==> src/rtl/cla_seq_pkg.sv <==
// ---------------------------------------------------------------------------
// cla_seq_pkg
// Shared definitions for the multi-word carry-lookahead sequencer:
//   - operation encodings on in_op
//   - FSM state type
//   - width of the reused lookahead slice
// ---------------------------------------------------------------------------
package cla_seq_pkg;

    localparam logic [1:0] OP_ADD = 2'b00;
    localparam logic [1:0] OP_SUB = 2'b01;
    localparam logic [1:0] OP_ADC = 2'b10;
    localparam logic [1:0] OP_RSV = 2'b11;  // executes as ADD

    localparam int unsigned SLICE_W = 8;

    typedef enum logic [1:0] {
        S_IDLE,
        S_RUN,
        S_DONE
    } state_t;

endpackage

==> src/rtl/cla8_slice.sv <==
// ---------------------------------------------------------------------------
// cla8_slice
// Combinational 8-bit carry-lookahead adder built from per-bit
// propagate/generate terms.
// Ports:
//   a[7:0], b[7:0] : addends
//   cin            : carry into bit 0
//   s[7:0]         : sum
//   c7             : carry into bit 7 (for signed overflow detection)
//   cout           : carry out of bit 7
// ---------------------------------------------------------------------------
module cla8_slice (
    input  logic [7:0] a,
    input  logic [7:0] b,
    input  logic       cin,
    output logic [7:0] s,
    output logic       c7,
    output logic       cout
);

    logic [7:0] p;
    logic [7:0] g;
    logic [8:0] c;

    assign p = a ^ b;
    assign g = a & b;

    // Each carry is a flat OR of products: g[j] qualified by every propagate
    // above it, plus cin qualified by all propagates below the carry.
    always_comb begin
        logic acc;
        logic term;
        c    = '0;
        c[0] = cin;
        for (int unsigned i = 0; i < 8; i++) begin
            acc = 1'b0;
            for (int unsigned j = 0; j <= i; j++) begin
                term = g[j];
                for (int unsigned m = j + 1; m <= i; m++) begin
                    term = term & p[m];
                end
                acc = acc | term;
            end
            term = cin;
            for (int unsigned m = 0; m <= i; m++) begin
                term = term & p[m];
            end
            c[i+1] = acc | term;
        end
    end

    assign s    = p ^ c[7:0];
    assign c7   = c[7];
    assign cout = c[8];

endmodule

==> src/rtl/cla_multiword_seq.sv <==
// ---------------------------------------------------------------------------
// cla_multiword_seq
// Performs a WORDS x 8-bit ADD / SUB / ADC by pushing one 8-bit chunk per
// clock (LSB first) through a single cla8_slice, rippling the carry through
// a register between chunks.
// Ports:
//   clk, rst            : clock, synchronous active-high reset
//   in_valid/in_ready   : request handshake (ready only in IDLE)
//   in_op               : 00 ADD, 01 SUB (A-B), 10 ADC, 11 treated as ADD
//   in_a, in_b, in_cin  : operands and carry-in (cin used by ADC only)
//   out_valid/out_ready : result handshake
//   out_sum             : W-bit result
//   out_cout            : carry out of MSB (SUB: 1 = no borrow)
//   out_ovf             : signed overflow
//   out_zero            : out_sum == 0
// Optional macro CLA_SEQ_SAT_EN: saturate out_sum on signed overflow.
// ---------------------------------------------------------------------------
module cla_multiword_seq
    import cla_seq_pkg::*;
#(
    parameter int WORDS = 4,
    parameter int CNT_W = 4
) (
    input  logic                       clk,
    input  logic                       rst,
    input  logic                       in_valid,
    output logic                       in_ready,
    input  logic [1:0]                 in_op,
    input  logic [SLICE_W*WORDS-1:0]   in_a,
    input  logic [SLICE_W*WORDS-1:0]   in_b,
    input  logic                       in_cin,
    output logic                       out_valid,
    input  logic                       out_ready,
    output logic [SLICE_W*WORDS-1:0]   out_sum,
    output logic                       out_cout,
    output logic                       out_ovf,
    output logic                       out_zero
);

    localparam int unsigned W = SLICE_W * WORDS;

    state_t             state, state_nxt;
    logic [CNT_W-1:0]   cnt;
    logic               carry;
    logic [W-1:0]       a_reg;
    logic [W-1:0]       b_reg;
    logic [W-1:0]       sum_reg;
    logic               cout_reg;
    logic               ovf_reg;
    logic               zero_reg;

    logic [7:0]         a_chunk;
    logic [7:0]         b_chunk;
    logic [7:0]         s_chunk;
    logic               c7_s;
    logic               cout_s;
    logic               last;
    logic               ovf_now;
    logic [W-1:0]       sum_merged;
    logic [W-1:0]       sum_final;

    cla8_slice u_slice (
        .a    (a_chunk),
        .b    (b_chunk),
        .cin  (carry),
        .s    (s_chunk),
        .c7   (c7_s),
        .cout (cout_s)
    );

    // Chunk selection and merge of the slice sum into the result image.
    always_comb begin
        a_chunk    = '0;
        b_chunk    = '0;
        sum_merged = sum_reg;
        for (int unsigned k = 0; k < WORDS; k++) begin
            if (cnt == CNT_W'(k)) begin
                a_chunk = a_reg[k*SLICE_W +: SLICE_W];
                b_chunk = b_reg[k*SLICE_W +: SLICE_W];
                sum_merged[k*SLICE_W +: SLICE_W] = s_chunk;
            end
        end
    end

    assign last    = (cnt == CNT_W'(WORDS - 1));
    assign ovf_now = c7_s ^ cout_s;

    always_comb begin
        sum_final = sum_merged;
`ifdef CLA_SEQ_SAT_EN
        if (last && ovf_now) begin
            sum_final = a_reg[W-1] ? {1'b1, {(W-1){1'b0}}}
                                   : {1'b0, {(W-1){1'b1}}};
        end
`endif
    end

    // Next-state and handshake outputs.
    always_comb begin
        state_nxt = state;
        in_ready  = 1'b0;
        out_valid = 1'b0;
        case (state)
            S_IDLE: begin
                in_ready = 1'b1;
                if (in_valid) state_nxt = S_RUN;
            end
            S_RUN: begin
                if (last) state_nxt = S_DONE;
            end
            S_DONE: begin
                out_valid = 1'b1;
                if (out_ready) state_nxt = S_IDLE;
            end
            default: state_nxt = S_IDLE;
        endcase
    end

    always_ff @(posedge clk) begin
        if (rst) begin
            state    <= S_IDLE;
            cnt      <= '0;
            carry    <= 1'b0;
            a_reg    <= '0;
            b_reg    <= '0;
            sum_reg  <= '0;
            cout_reg <= 1'b0;
            ovf_reg  <= 1'b0;
            zero_reg <= 1'b0;
        end else begin
            state <= state_nxt;
            case (state)
                S_IDLE: begin
                    if (in_valid) begin
                        a_reg <= in_a;
                        b_reg <= (in_op == OP_SUB) ? ~in_b : in_b;
                        cnt   <= '0;
                        case (in_op)
                            OP_SUB:  carry <= 1'b1;
                            OP_ADC:  carry <= in_cin;
                            default: carry <= 1'b0;
                        endcase
                    end
                end
                S_RUN: begin
                    sum_reg <= sum_final;
                    carry   <= cout_s;
                    if (last) begin
                        cout_reg <= cout_s;
                        ovf_reg  <= ovf_now;
                        zero_reg <= (sum_final == '0);
                    end else begin
                        cnt <= cnt + 1'b1;
                    end
                end
                default: ;
            endcase
        end
    end

    assign out_sum  = sum_reg;
    assign out_cout = cout_reg;
    assign out_ovf  = ovf_reg;
    assign out_zero = zero_reg;

endmodule

==> config.mk <==
export PLATFORM = sky130hd
export DESIGN_NAME = cla_multiword_seq
export DESIGN_NICKNAME = d
export VERILOG_FILES = /design/src/rtl/cla_seq_pkg.sv /design/src/rtl/cla8_slice.sv /design/src/rtl/cla_multiword_seq.sv
export SDC_FILE = /design/constraint.sdc
export NUM_CORES = 1
export LEC_CHECK = 0
export CAP_MARGIN = 10
export CORE_ASPECT_RATIO = 0.9
export CORE_MARGIN = 2
export CORE_UTILIZATION = 50
export CTS_BUF_LIST = sky130_fd_sc_hd__clkbuf_8
export DETAILED_ROUTE_END_ITERATION = 16
export HOLD_SLACK_MARGIN = 0.08
export PLACE_DENSITY = 0.87
export SLEW_MARGIN = 40
export SYNTH_ARGS = -nofsm -noshare
export SYNTH_HDL_FRONTEND = slang
export SYNTH_HIERARCHICAL = 1
export SYNTH_SLANG_ARGS = --single-unit
==> constraint.sdc <==
create_clock -name clk -period 6.05 [get_ports clk]
set_input_delay 1.21 -clock clk [delete_from_list [all_inputs] [get_ports clk]]
set_output_delay 1.21 -clock clk [all_outputs]
set_load 0.05 [all_outputs]
# --- Word-level counts from Yosys, hierarchy flattened ---
# Cells that the tools add are included.
totals:
  ff_bits: 106
  latchBits: 0
  ramBits: 0
  romBits: 0
  in_bits: 71
  output_inout_bits: 37
  elab_cells: 132
  n_memories: 0
op_classes:
  addsub: 1
  mul: 0
  n_div: 0
  order_cmp: 0
  n_eq_ne: 11
  n_shift: 0
  muxes: 25
  n_bitwise: 77
  reduce_logical: 9
op_table:
  columns: ["operator", "n"]
  rows:
  - ["two-way mux 8 bit", 12]
  - ["AND 1 bit", 36]
  - ["OR 1 bit", 36]
  - ["logical NOT 32 bit", 1]
  - ["two-way mux 32 bit", 1]
  - ["inverter 32 bit", 1]
  - ["XOR 8 bit", 2]
  - ["AND 8 bit", 1]
  - ["equality test 4 x 2 -> 1 bit (second input constant)", 2]
  - ["two-way mux 4 bit", 2]
  - ["inequality test 2 bit (second input constant)", 4]
  - ["one-hot mux 4 bit (2 select lines)", 1]
  - ["two-way mux 2 bit", 3]
  - ["one-hot mux 2 bit (3 select lines)", 1]
  - ["AND reduction 2 bit", 3]
  - ["AND reduction 3 bit", 2]
  - ["adder 4 x 1 -> 4 bit (second input constant)", 1]
  - ["equality test 2 x 1 -> 1 bit (second input constant)", 2]
  - ["equality test 2 bit (second input constant)", 2]
  - ["equality test 4 x 1 -> 1 bit (second input constant)", 1]
  - ["logical NOT 4 bit", 1]
  - ["one-hot mux 1 bit (2 select lines)", 2]
  - ["two-way mux 1 bit", 3]
  - ["logical NOT 2 bit", 1]
  - ["other kinds (2)", 2]

# --- Logic depth before layout (Yosys ltp) ---
depth:
  word_depth: 22
  depth_mapped: 17

# --- Modules after synthesis ---
# The synthesis kept the hierarchy.
by_module_without_submodules:
  columns: ["module", "n_inst", "cells_each", "area_per_inst_um2", "seq_area_each_um2"]
  rows:
  - ["cla_multiword_seq", 1, 590, 4715.8, 2122.0]
  - ["cla8_slice", 1, 43, 339.1, 0.0]

# --- Least setup slack after synthesis ---
# Ideal clock, no wire load.
synth_timing:
  path_kind: "flip-flop to flip-flop"
  start: "reg cnt[0]"
  end: "reg zero_reg, in the netlist out_zero"
  setup_time_ps: 59
  arrival_time_ps: 3931
  required_ps: 5991
  setup_slack_ps: 2060
  stages_incl_launch_ff: 17
  period_less_slack_ps: 3990
  cell_sequence: "dfxtp_1 -> inv_1 -> ha_1 -> or3b_2 -> nor2_1 -> buf_2 -> a221oi_1 -> o31ai_1 -> ha_1 -> ha_1 -> o211ai_2 -> a21boi_1 -> nor3_1 -> nor2_1 -> or4_4 -> a2111oi_4 -> a31o_1"
synth_between:
  elab_cells_between_ends: 77
  cone_classes: "eq/ne: 3; mux: 12; bitwise: 59; reduce/logical: 3"
synth_rtl:
  columns: ["element", "line_no", "rtl"]
  rows:
  - ["start, declared", "cla_multiword_seq.sv:43", "logic [CNT_W-1:0] cnt;"]
  - ["start signal, assigned", "cla_multiword_seq.sv:153", "cnt <= cnt + 1'b1;"]
  - ["logical NOT 4 bit", "cla_multiword_seq.sv:77", "if (cnt == CNT_W'(k)) begin"]
  - ["two-way mux 8 bit (3 in a row)", "cla_multiword_seq.sv:77", null]
  - ["two-way mux 8 bit (*)", "cla_multiword_seq.sv:77", null]
  - ["named net a_chunk[0]", "cla_multiword_seq.sv:52", "logic [7:0] a_chunk;"]
  - ["AND 8 bit", "cla8_slice.sv:26", "assign g = a & b;"]
  - ["AND 1 bit (3 in a row)", "cla8_slice.sv:40", "term = term & p[m];"]
  - ["OR 1 bit (3 in a row)", "cla8_slice.sv:42", "acc = acc | term;"]
  - ["OR 1 bit (*)", "cla8_slice.sv:48", "c[i+1] = acc | term;"]
  - ["XOR 8 bit (*)", "cla8_slice.sv:52", "assign s = p ^ c[7:0];"]
  - ["named net s_chunk[4]", "cla_multiword_seq.sv:54", "logic [7:0] s_chunk;"]
  - ["two-way mux 8 bit", "cla_multiword_seq.sv:77", null]
  - ["logical NOT 32 bit (*)", "cla_multiword_seq.sv:151", "zero_reg <= (sum_final == '0);"]
  - ["end signal, assigned", "cla_multiword_seq.sv:151", null]
  - ["end, declared", "cla_multiword_seq.sv:50", "logic zero_reg;"]
# The timed path passes the listed nets; every way through them passes the cells marked *.
# A chain may end at the register's enable or synchronous reset.

# --- Worst setup path after layout ---
layout_timing:
  start: "reg cnt[0]"
  end: "reg zero_reg, in the netlist out_zero"
layout_between:
  elab_cells_between_ends: 77
  cone_classes: "eq/ne: 3; mux: 12; bitwise: 59; reduce/logical: 3"
layout_rtl:
  columns: ["element", "line_no"]
  rows:
  - ["logical NOT 4 bit", "cla_multiword_seq.sv:77"]
  - ["two-way mux 8 bit (3 in a row)", "cla_multiword_seq.sv:77"]
  - ["two-way mux 8 bit (*)", "cla_multiword_seq.sv:77"]
  - ["named net a_chunk[0]", "cla_multiword_seq.sv:52"]
  - ["AND 8 bit", "cla8_slice.sv:26"]
  - ["AND 1 bit (4 in a row)", "cla8_slice.sv:40"]
  - ["OR 1 bit (4 in a row)", "cla8_slice.sv:42"]
  - ["OR 1 bit (*)", "cla8_slice.sv:48"]
  - ["XOR 8 bit (*)", "cla8_slice.sv:52"]
  - ["named net s_chunk[5]", "cla_multiword_seq.sv:54"]
  - ["two-way mux 8 bit", "cla_multiword_seq.sv:77"]
  - ["logical NOT 32 bit (*)", "cla_multiword_seq.sv:151"]
# Marked as above.

==> impl_results.md <==
- Syn Area/Cell: 7.986 um^2
- All-Layer GR Usage: 24.13%
- Worst min path class: register to register
- CTS buffer count: 9
- Antenna cells: 0
- TritonCTS sink count: 106
- TritonRoute pass-1 iters: 5
- Vias in the first global route: 4305
- Slew margin rel.: 48.24%
- Initial antenna violation count: 0
- Tcrit/Tclk final: 70.17%
- Port Buffers: 107
- Static Leakage: 2.272 nW
- Max Slew Vio Count: 0
- Post-Syn Instances: 633
- Critical path's slowest cell: or3b_2
- Largest delay share family, worst path: compound AO/OA/AOI/OAI gates
- Ys flop type: dfxtp_1
- Post-synth EDFFs: 0
- VDD IR max: 0.0001546 V
- H-Tree Depth: 3
- Pre-CTS worst setup slack: 1848 ps
- First-pass GRT wire length: 20.76 mm
- Cts repair resizes: 0
- Unrepaired setup endpoints after global routing: false
- #FFs+latches synth: 106
- Maxcap violations: 0
- Crit path from: cnt[0]$_SDFFE_PP0P_
- Synthesis-to-layout area growth: 26.49%
- Register area share after synthesis: 41.98%
- Largest net degree at the start of global routing: 99
- DR WL/cell: 15.36 um
- R2R Path Start: cnt[0]$_SDFFE_PP0P_
- WP buf/inv: 2
- Post-Syn Nets: 720
- Final RePlAce weighted congestion: 0.8870
- Clk_lat worst skew: 370 ps
- Slew of the pin with the lowest slew margin: 776.4 ps
- Num rows: 34
- Most frequent cells in the layout: 148 x nand2_1, 106 x dfxtp_1, 106 x clkdlybuf4s50_1
- Post-synthesis async set-or-reset flop share: 0%
- Clk buf depth: 2
- Fin. Hold Viols: 0
- Setup violations, final: 0
- Crit. End Element: register
- GRT overflow: 0
- Total Die Area: 10930 um^2
- Top post-synthesis cells by area: dfxtp_1 42%, nand2_1 11%, a21oi_1 7.2%
- Die Y: 99.39 um
- TritonCTS clock tree: done
- Post-route cell area: 6394 um^2
- Critical Path AT: 4560 ps
- Hold-fix buffers, CTS: 0
- Placement Cell Area: 6160 um^2
- Setup tns final: 0 ps
- R2R setup slack: 1800 ps
- Antenna Violating Nets Remaining: 0
- Clock root cell: clkbuf_8
- Vias per std cell: 5.539
- Vias: 4669
- IO Pins: 108
- Fmax achieved: 0.2355 GHz
- CP peak stage delay: 460 ps
- Fin nets: 799
- Skew final: 11.18 ps
- DRT iter0 DRCs: 327
- Run status: finished, final reports clean
- Mapped Area: 5055 um^2
- Top-area cell type share of the netlist area: 41.98%
- Worst Setup Start Kind: register
- Final WL: 12.95 mm
- DRC viols: 0
- Hold path start: a_reg[1]$_SDFFE_PP0P_
- PnR worst setup slack: 1804 ps
- Critical Path RT: 6370 ps
- Synth warn: 6
- Core footprint: 9742 um^2
- Yosys top cell by area: dfxtp_1
- Crit Path Class: register to register
- Worst-path clk slew: 100 ps
- Number of post-CTS setup repair buffers: 0
- Most frequent CP cell: ha_1
- Crit path max fanout: 16
- Layout cells sized above 1: 5.858%
- Initial Util: 51.89%
- Die Width: 110.0 um
- Commonest non-fill, non-tap cell in the layout: nand2_1
- CP Cell Sequence: inv_1, ha_1, or3b_2, nor2_1, buf_4, a221oi_1, o31ai_1, ha_1, ha_1, o211ai_2, a21boi_1, o21a_1, o31a_1, nor3_1, mux2i_1, nor4_1, a31o_1
- Power per cell area: 252.2 nW/um^2
- Post-route minimum period: 4246 ps
- Yosys cell types: 43
- Post-DP HPWL: 9.560 mm
==> logic make-up after synthesis <==
family / count (synthesis) / synth area share (%)
XOR/XNOR: 36 / 6.238
AND/OR/NAND/NOR: 264 / 22.45
adder cells (fa/ha/maj): 16 / 4.109
multiplexers: 3 / 0.6188
AO/OA/AOI/OAI: 154 / 20.27
buffers and inverters: 54 / 4.332
flip-flops: 106 / 41.98
==> per-stage QoR <==
step           hold slack (ps)  utilization (%)  power [mW]  std cells
2_1_floorplan            436.1                -       1.008        633
3_3_place_gp             445.2            63.14       1.125        827
3_5_place_dp             450.4            63.23       1.138        827
4_1_cts                  465.3            65.49       1.615        843
5_1_grt                  483.4            65.63       1.684        843
6_report                 463.2            65.63       1.612        843
==> path summary, 6_finish.rpt <==
| kind | cells past startpoint | to |
|---|---|---|
| min | 2 | a_reg[1]$_SDFFE_PP0P_ |
| min reg2reg | 2 | a_reg[1]$_SDFFE_PP0P_ |
| max reg2reg | 17 | out_zero$_SDFFE_PP0P_ |
| max | 17 | out_zero$_SDFFE_PP0P_ |
==> per-layer routing <==
metal  part of all wire, %  GRT usage [%]
met4                   1.7          6.037
met5                     0              0
met3                   7.0          5.767
met2                    47          39.69
met1                    44          31.83
==> final cells by class <==
cell class              instances  area [um^2]
flip-flops and latches        106         2122
fillers                       835         3348
repair buffers                114         1125
multi-input cells             473         2739
well taps                     126        157.7
inverters                       8        30.03
clock inverters                 7        96.34
clock buffers                   9        123.9
==> Yosys cell counts (4+ instances only) <==
library cell	n
nand2_1	148
dfxtp_1	106
a21oi_1	73
nor2_1	65
clkbuf_1	41
xnor2_1	35
a211oi_1	34
a221oi_1	16
nand3_1	16
o31ai_1	16
ha_1	15
nor3_1	10
inv_1	8
nor4_1	4
or3b_2	4
==> power breakdown <==
part | internal (mW) | total [mW] | switching, mW | leakage (nW)
Combinational | 0.147 | 0.360 | 0.212 | 1.29
Clock | 0.236 | 0.487 | 0.250 | 0.114
Sequential | 0.739 | 0.766 | 0.0273 | 0.868
==> worst min-delay path, cell delays in order (launching register included) <==
cell and delay [ps]:
dfxtp_1 320, nand2_1 50, a21oi_1 50
No activity file was read; power rests on OpenSTA's default activity.
